`src/rtl/timer_scheduler.sv`:
```
// timer_scheduler: a single countdown timer shared round-robin by NREQ
// requesters. An idle timer grants the next pending requester, loads that
// requester's reload value, counts down to zero and signals done to the owner.
// Optional feature macro: TIMER_SCHED_ABORT_EN adds an abort input that cancels
// a running countdown without producing done.
module timer_scheduler #(
  parameter int NREQ  = 4,
  parameter int WIDTH = 32
) (
  input  logic                      clk,
  input  logic                      rst,
  input  logic [NREQ-1:0]           req,
  input  logic [NREQ*WIDTH-1:0]     req_div,
`ifdef TIMER_SCHED_ABORT_EN
  input  logic                      abort,
`endif
  output logic [NREQ-1:0]           grant,
  output logic [NREQ-1:0]           done,
  output logic                      busy,
  output logic [$clog2(NREQ)-1:0]   owner
);

  localparam int OW = $clog2(NREQ);

  typedef enum logic [1:0] {
    S_IDLE  = 2'd0,
    S_COUNT = 2'd1,
    S_DONE  = 2'd2
  } state_t;

  state_t             state_q;
  logic [WIDTH-1:0]   cnt_q;
  logic [NREQ-1:0]    grant_q;
  logic [NREQ-1:0]    done_q;
  logic               busy_q;
  logic [OW-1:0]      owner_q;
  // Last granted index; the arbitration search begins one past it.
  logic [OW-1:0]      rr_last_q;

  logic [WIDTH-1:0]   div_arr [NREQ];
  logic [OW:0]        pick;
  logic               win_vld;
  logic [OW-1:0]      win_idx;
  logic               abort_act;

  // Decrement that holds at zero so the counter can never wrap.
  function automatic logic [WIDTH-1:0] sat_dec(input logic [WIDTH-1:0] v);
    return (v == '0) ? v : v - 1'b1;
  endfunction

  // One-hot vector with bit idx set.
  function automatic logic [NREQ-1:0] onehot(input logic [OW-1:0] idx);
    logic [NREQ-1:0] res;
    res      = '0;
    res[idx] = 1'b1;
    return res;
  endfunction

  // Round-robin pick: {valid, index}. Candidates are visited from farthest to
  // nearest so the requester closest after 'last' overwrites the others.
  function automatic logic [OW:0] rr_pick(input logic [NREQ-1:0] r,
                                          input logic [OW-1:0]   last);
    logic [OW:0]   res;
    logic [OW-1:0] cand;
    int            cand_i;
    res = '0;
    for (int k = NREQ; k >= 1; k--) begin
      cand_i = (int'(last) + k) % NREQ;
      cand   = cand_i[OW-1:0];
      if (r[cand]) res = {1'b1, cand};
    end
    return res;
  endfunction

  for (genvar gi = 0; gi < NREQ; gi++) begin : g_unpack
    assign div_arr[gi] = req_div[gi*WIDTH +: WIDTH];
  end

`ifdef TIMER_SCHED_ABORT_EN
  assign abort_act = abort;
`else
  assign abort_act = 1'b0;
`endif

  // Arbitration: choose the next requester after the last owner.
  always_comb begin
    pick    = rr_pick(req, rr_last_q);
    win_vld = pick[OW];
    win_idx = pick[OW-1:0];
  end

  // Control FSM with registered grant/done/busy/owner outputs.
  always_ff @(posedge clk) begin
    if (rst) begin
      state_q   <= S_IDLE;
      cnt_q     <= '0;
      grant_q   <= '0;
      done_q    <= '0;
      busy_q    <= 1'b0;
      owner_q   <= '0;
      rr_last_q <= OW'(NREQ - 1);
    end else begin
      grant_q <= '0;
      done_q  <= '0;
      case (state_q)
        S_IDLE: begin
          if (win_vld) begin
            state_q   <= S_COUNT;
            cnt_q     <= div_arr[win_idx];
            owner_q   <= win_idx;
            rr_last_q <= win_idx;
            grant_q   <= onehot(win_idx);
            busy_q    <= 1'b1;
          end
        end
        S_COUNT: begin
          if (abort_act) begin
            // Cancelled: drop the delay silently; rr_last_q already points at
            // the owner, so the next search starts past it.
            state_q <= S_IDLE;
            cnt_q   <= '0;
            busy_q  <= 1'b0;
          end else if (cnt_q == '0) begin
            state_q <= S_DONE;
            done_q  <= onehot(owner_q);
          end else begin
            cnt_q <= sat_dec(cnt_q);
          end
        end
        S_DONE: begin
          state_q <= S_IDLE;
          busy_q  <= 1'b0;
        end
        default: begin
          state_q <= S_IDLE;
          busy_q  <= 1'b0;
        end
      endcase
    end
  end

  assign grant = grant_q;
  assign done  = done_q;
  assign busy  = busy_q;
  assign owner = owner_q;

endmodule

```
`config.mk`:
```
export PLATFORM = sky130hd
export DESIGN_NAME = timer_scheduler
export DESIGN_NICKNAME = d
export VERILOG_FILES = /design/src/rtl/timer_scheduler.sv
export SDC_FILE = /design/constraint.sdc
export NUM_CORES = 1
export LEC_CHECK = 0
export ABC_CLOCK_PERIOD_IN_PS = 3500
export BUFFER_PORTS_ARGS = -buffer_cell sky130_fd_sc_hd__buf_2
export CAP_MARGIN = 20
export CORE_MARGIN = 2
export CORE_UTILIZATION = 49
export DETAILED_ROUTE_END_ITERATION = 16
export GPL_ROUTABILITY_DRIVEN = 1
export PLACE_DENSITY = 0.81
export SETUP_SLACK_MARGIN = 0.1
export SYNTH_ARGS = -nofsm -noshare
export SYNTH_HDL_FRONTEND = slang
export SYNTH_SLANG_ARGS = --single-unit
```
`constraint.sdc`:
```
create_clock -name clk -period 3.5 [get_ports clk]
set_clock_uncertainty 0.2 [all_clocks]
set_input_delay 0.175 -clock clk [delete_from_list [all_inputs] [get_ports clk]]
set_output_delay 0.175 -clock clk [all_outputs]
set_load 0.01 [all_outputs]
```
# After elaboration in Yosys (flattened, before gate mapping)
# Cells that the tools add are included.
dict set report word_totals {
  ff_bits 47
}
dict set report op_classes {
  mux 27
  n_lt_le_gt_ge 9
  add_sub_neg 5
  bitwise_logic 5
  eq_ne 4
  reduce_logical 11
}
# cell n
set ops {}
lappend ops {{2-to-1 mux 32 bit} 4}
lappend ops {{binary-select mux 32 bit (select 2 bit)} 1}
lappend ops {{one-hot mux 32 bit (2 select lines)} 1}
lappend ops {{zero test 32 bit} 1}
lappend ops {{subtractor 32 x 1 -> 32 bit (second input constant)} 1}
lappend ops {{less-than comparator 2 x 3 -> 1 bit (second input constant)} 6}
lappend ops {{2-to-1 mux 3 bit} 4}
lappend ops {{binary-select mux 1 bit (select 2 bit)} 4}
lappend ops {{2-to-1 mux 1 bit} 7}
lappend ops {{inequality test 2 bit (second input constant)} 3}
lappend ops {{AND reduction 2 bit} 3}
lappend ops {{OR reduction 3 bit} 2}
lappend ops {{adder 2 x 1 -> 2 bit (second input constant)} 2}
lappend ops {{adder 2 bit (second input constant)} 2}
lappend ops {{demux 1 bit (select 2 bit)} 2}
lappend ops {{greater-or-equal comparator 2 x 1 -> 1 bit (second input constant)} 2}
lappend ops {{2-to-1 mux 2 bit} 2}
lappend ops {{inverter 1 bit} 4}
lappend ops {{one-hot mux 2 bit (2 select lines)} 1}
lappend ops {{greater-or-equal comparator 3 bit (second input constant)} 1}
lappend ops {{inverter 2 -> 3 bit} 1}
lappend ops {{AND reduction 3 bit} 1}
lappend ops {{equality test 2 x 1 -> 1 bit (second input constant)} 1}
lappend ops {{logical AND 1 bit} 2}
lappend ops {{3 further kinds} 3}

# Depth between registers and ports, before layout
dict set report logic_depth {
  ltp_word 13
  mapped_depth 9
  mapped_depth_nobuf 9
}

# Least setup slack after synthesis
# No wires, ideal clock.
dict set report synth_timing {
  path_kind {flip-flop to flip-flop}
  from {register cnt_q[5]}
  to {register cnt_q[29]}
  arrival_ns 2.455
  period_less_slack_ns 2.729
  path_stages_with_launch 8
  slack_ns 0.771
  path_cell_list {dfxtp_1 > or4_1 > buf_2 > nor4_4 > nand2_2 > or4_1 > or3_1 > a31oi_1}
}
dict set report synth_via {
  elab_chain_cells 3
  word_cells_on_any_way 6
  cone_classes {1 x add/sub; 1 x eq/ne; 2 x mux; 2 x reduce/logical}
}
# element line_no
set synth_rtl {}
lappend synth_rtl {{start, declared} 32} ;# logic [WIDTH-1:0] cnt_q;
lappend synth_rtl {{start signal, assigned} 109} ;# cnt_q <= div_arr[win_idx];
lappend synth_rtl {{start signal, assigned} 127} ;# cnt_q <= sat_dec(cnt_q);
lappend synth_rtl {{subtractor 32 x 1 -> 32 bit / zero test 32 bit (equally long branches)} {48, 123}}
lappend synth_rtl {{2-to-1 mux 32 bit / inequality test 2 bit (equally long branches)} --}
lappend synth_rtl {{one-hot mux 32 bit (2 select lines) / AND reduction 3 bit (equally long branches)} --}
# Several ways; a longest one is shown, not always the timed one. The select of a mux whose other input is x is not followed.
# A chain may end at the register's enable or synchronous reset.

# Worst setup path in the final report
# Same ends and word-level chain as after synthesis.

==> key figures <==
Outcome
  – Status: complete, no violations

CTS
  – CTS Root Buffer Type: sky130_fd_sc_hd__clkbuf_8
  – # resized after CTS: 0
  – TritonCTS Buffers: 5
  – CTS sink cnt: 47
  – Worst-skew pair later-pin latency: 0.31 ns
  – CTS clock-pin slew for the worst setup and hold paths: 0.10 ns
  – Post-CTS Setup Bufs: 0
  – H-tree levels: 2
  – Clock tree from TritonCTS: built
  – Maximum clock path buffer count: 2
  – Hold buffers post-CTS: 0

Hold path
  – Hold-critical path depth: 5
  – Worst hold-check path type: primary input to flop

Critical path
  – Worst path slowest cell: sky130_fd_sc_hd__or4_1
  – Critical R2R Capture: cnt_q[29]$_SDFFE_PP0P_
  – Delay of the slowest cell on the worst path: 0.70 ns
  – Crit path capture type: flop
  – Worst-case register-to-register setup slack: 0.47 ns
  – WP data arrival: approximately 3.0 ns
  – Worst setup SP type: flop
  – Required time at the endpoint of the critical path: 3.47 ns
  – Worst setup path endpoint: cnt_q[29]$_SDFFE_PP0P_
  – Worst-path maximum fanout: 9
  – Launch point of the critical path: cnt_q[5]$_SDFFE_PP0P_
  – Depth of the worst register-to-register path: 6
  – Category of the critical setup timing path: flop to flop
  – Critical R2R Launch: cnt_q[5]$_SDFFE_PP0P_
  – Cell-by-cell listing of the critical path: or4_1 > nor4_4 > nand2_2 > or4_1 > a311oi_1 > a31oi_1
  – Most frequent CP cell: sky130_fd_sc_hd__or4_1

Layout
  – Fill cell count: 651
  – Layout cells sized above 1: 26.7%
  – Area of the multi-input gates: 2400 sq um
  – Number of nets in the final layout: 799
  – Final Instance Area: ~4400 sq um
  – FF+latch area: 941 sq um
  – Utilization of the core after routing: 64.9%
  – Synthesis-to-layout area growth: 27.6%
  – N_diodes: 0

STA
  – Final hold violation count: 0
  – Worst rel slew slack: 39.2%
  – Slew at the pin with the worst max-slew slack: 0.909 ns
  – Setup-violating endpoint count in the final report: 0
  – Minimum clock period after layout: 3.03 ns
  – Final period util: between 80 and 90%
  – Worst slack on hold paths: 0.00781 ns
  – Final-report max-slew violation count: 0
  – Setup TNS: 0 ns
  – Upper clock frequency limit: 0.330 GHz
  – Unrepaired setup endpoints after global routing: no

Global routing
  – Antenna violations before repair: 0
  – First-pass GRT wire length: ~19 mm
  – Global-route usage over all layers: a little under a third
  – Vias in the first global route: 3,999
  – Maximum number of pins on one net before global-route repair: 45
  – Total congestion overflow after global routing: 0

Logic synthesis
  – Count of cell types in the netlist: 53
  – Post-synthesis area per instance: around 6.5 sq um
  – Number of register bits inferred by synthesis: 47
  – Number of warnings printed during yosys synthesis: 0
  – Share of the synthesized area in the top cell type: 27.1%
  – Post-synth EDFFs: 0
  – Cell type with the highest aggregate area in the netlist: sky130_fd_sc_hd__dfxtp_1
  – Fraction of the yosys area taken by sequential cells: a little over a quarter
  – Instance count of the mapped netlist: 532
  – Top area cells in the synthesized netlist: sky130_fd_sc_hd__dfxtp_1 27%, sky130_fd_sc_hd__nand2_1 15%, sky130_fd_sc_hd__nand3_1 12%
  – Total nets after synthesis: about 670
  – Share of async-settable or async-resettable flops after synthesis: 0%
  – Summed instance area of the synthesized netlist: ~3500 sq um
  – Top flip-flop cell by instance count after synthesis: sky130_fd_sc_hd__dfxtp_1

Detailed routing
  – Count of unresolved DRC violations after routing: 0
  – Final ANT Viol Nets: 0
  – Via count: ~4.4k
  – Iteration count of the initial detailed-routing pass: 5
  – Wire length reported by the detailed router: 11.9 mm
  – Detail-routed net length per standard cell: 15.7 um
  – First DRT Iteration DRCs: 347
  – Post-DR vias/cell: 5.83

Power
  – Standby leakage power: 1.99 nW
  – Peak supply drop: 0.000226 V
  – Total power draw: 0.00186 W
  – Power per cell area: between 400 and 500 nW/um^2

Floorplan
  – Y dimension of the die: 88.2 um
  – Core area: 6830 sq um
  – Starting Density: 50.8%
  – Number of primary I/O pins: 145
  – Number of core rows: 30
  – Area enclosed by the die boundary: 7780 sq um
  – Die X: about 90 um

Placement
  – Final estimated routing congestion in global placement: 0.936
  – Half-perimeter wire length after detailed placement: between 9 and 10 mm
  – Port-buffer cells: roughly 140
  – Placed cell area: 4320 sq um

Run
  – Max-cap violations: 0
-- worst max-delay path, delay by kind of cell (launching register included) --
family	cells	cell delay, ns
simple gates	4	1.89
flops	1	0.39
compound gates	2	0.41
-- cell usage in the layout (no fill, tap or decap), drive strengths merged, types with 3 or more instances in the layout --
cell type	synthesis	final
buf	3	160
nand2	137	137
nand3	84	84
dfxtp	47	47
nor2	35	35
nor3	24	24
a21oi	20	20
o21ai	17	17
a31oi	14	14
mux2i	9	9
nor4	9	9
o211ai	8	8
or4	7	7
nand2b	6	6
inv	5	5
nand4	5	5
or3	5	5
clkbuf	32	5
and2	4	4
nor2b	4	4
a32o	4	4
a311oi	4	4
o311ai	4	4
a211oi	4	4
nor3b	3	3
o21a	3	3
a32oi	3	3
a221oi	3	3
-- power by group --
group	internal [W]	total (W)	switching [W]
sequential	0.000606	0.000692	0.0000862
clock	0.000209	0.000403	0.000194
combinational	0.000304	0.000769	0.000465
total	0.00112	0.00186	0.000745
-- logic make-up (layout without fill, tap and decap cells) --
family | count (synthesis) | in the layout | share of synthesized area (%)
AND/OR/NAND/NOR | 331 | 331 | 44.5
AO/OA/AOI/OAI | 101 | 101 | 20.2
XOR/XNOR | 2 | 2 | 0.504
adder cells (fa/ha/maj) | 1 | 1 | 0.360
multiplexers | 10 | 10 | 2.92
buffers and inverters | 40 | 172 | 4.36
flip-flops | 47 | 47 | 27.1
-- state kept, by name (all words and copies together) (netlist names) --
register and flops:
done 4, cnt_q 32, grant 4, rr_last_q 2, state_q 2, busy 1, owner 2
-- routing by layer --
| metal | wire length [um] | up-vias | share of wire [%] | GRT usage (%) |
|---|---|---|---|---|
| li1 | - | 2192 | - | - |
| met1 | 5340 | 1985 | 45 | 41.8 |
| met2 | 5380 | 231 | 45 | 50.2 |
| met3 | 938 | 23 | 7.9 | 3.68 |
| met4 | 259 | 0 | 2.2 | 9.37 |
| met5 | 0 | - | 0 | 0 |
-- cell usage after synthesis, types with 3 or more instances --
library cell	count
sky130_fd_sc_hd__o211ai_1	8
sky130_fd_sc_hd__or4_1	7
sky130_fd_sc_hd__dfxtp_1	47
sky130_fd_sc_hd__inv_1	5
sky130_fd_sc_hd__a311oi_1	3
sky130_fd_sc_hd__nor2_1	35
sky130_fd_sc_hd__nor3b_1	3
sky130_fd_sc_hd__o311ai_0	3
sky130_fd_sc_hd__or3_1	5
sky130_fd_sc_hd__a21oi_1	20
sky130_fd_sc_hd__a31oi_1	14
sky130_fd_sc_hd__and2_1	4
sky130_fd_sc_hd__nor4_1	8
sky130_fd_sc_hd__nand2_1	136
sky130_fd_sc_hd__o21ai_0	17
sky130_fd_sc_hd__o21a_1	3
sky130_fd_sc_hd__a32o_1	4
sky130_fd_sc_hd__nor3_1	24
sky130_fd_sc_hd__nor2b_1	4
sky130_fd_sc_hd__mux2i_1	9
sky130_fd_sc_hd__nand3_1	84
sky130_fd_sc_hd__a32oi_1	3
sky130_fd_sc_hd__nand2b_1	6
sky130_fd_sc_hd__nand4_1	5
sky130_fd_sc_hd__a221oi_1	3
sky130_fd_sc_hd__a211oi_1	4
sky130_fd_sc_hd__clkbuf_1	32
-- worst min-delay path by stage --
stage	to	slack, ns	from
floorplan	cnt_q[25]$_SDFFE_PP0P_	0.21	req_div[121]
finish	cnt_q[25]$_SDFFE_PP0P_	0.008	req_div[89]
detailed placement	busy$_SDFFE_PP0P_	0.26	busy$_SDFFE_PP0P_
global placement	busy$_SDFFE_PP0P_	0.26	busy$_SDFFE_PP0P_
global route	cnt_q[23]$_SDFFE_PP0P_	0.05	req_div[87]
CTS	cnt_q[25]$_SDFFE_PP0P_	0.01	req_div[89]
-- per-stage QoR --
stage	setup WS [ns]	cells
2_1_floorplan	0.771	532
3_3_place_gp	0.533	753
3_5_place_dp	0.517	753
4_1_cts	0.490	760
5_1_grt	0.289	760
6_report	0.470	760
-- area by class of cell --
class | count | area share [%]
Multi-Input combinational cell | 445 | 54.3
Clock buffer | 5 | 1.55
Inverter | 5 | 0.424
Sequential cell | 47 | 21.2
Tap cell | 96 | 2.71
Timing Repair Buffer | 160 | 19.0
Clock inverter | 2 | 0.847
Power figures use the tool's default switching activity.
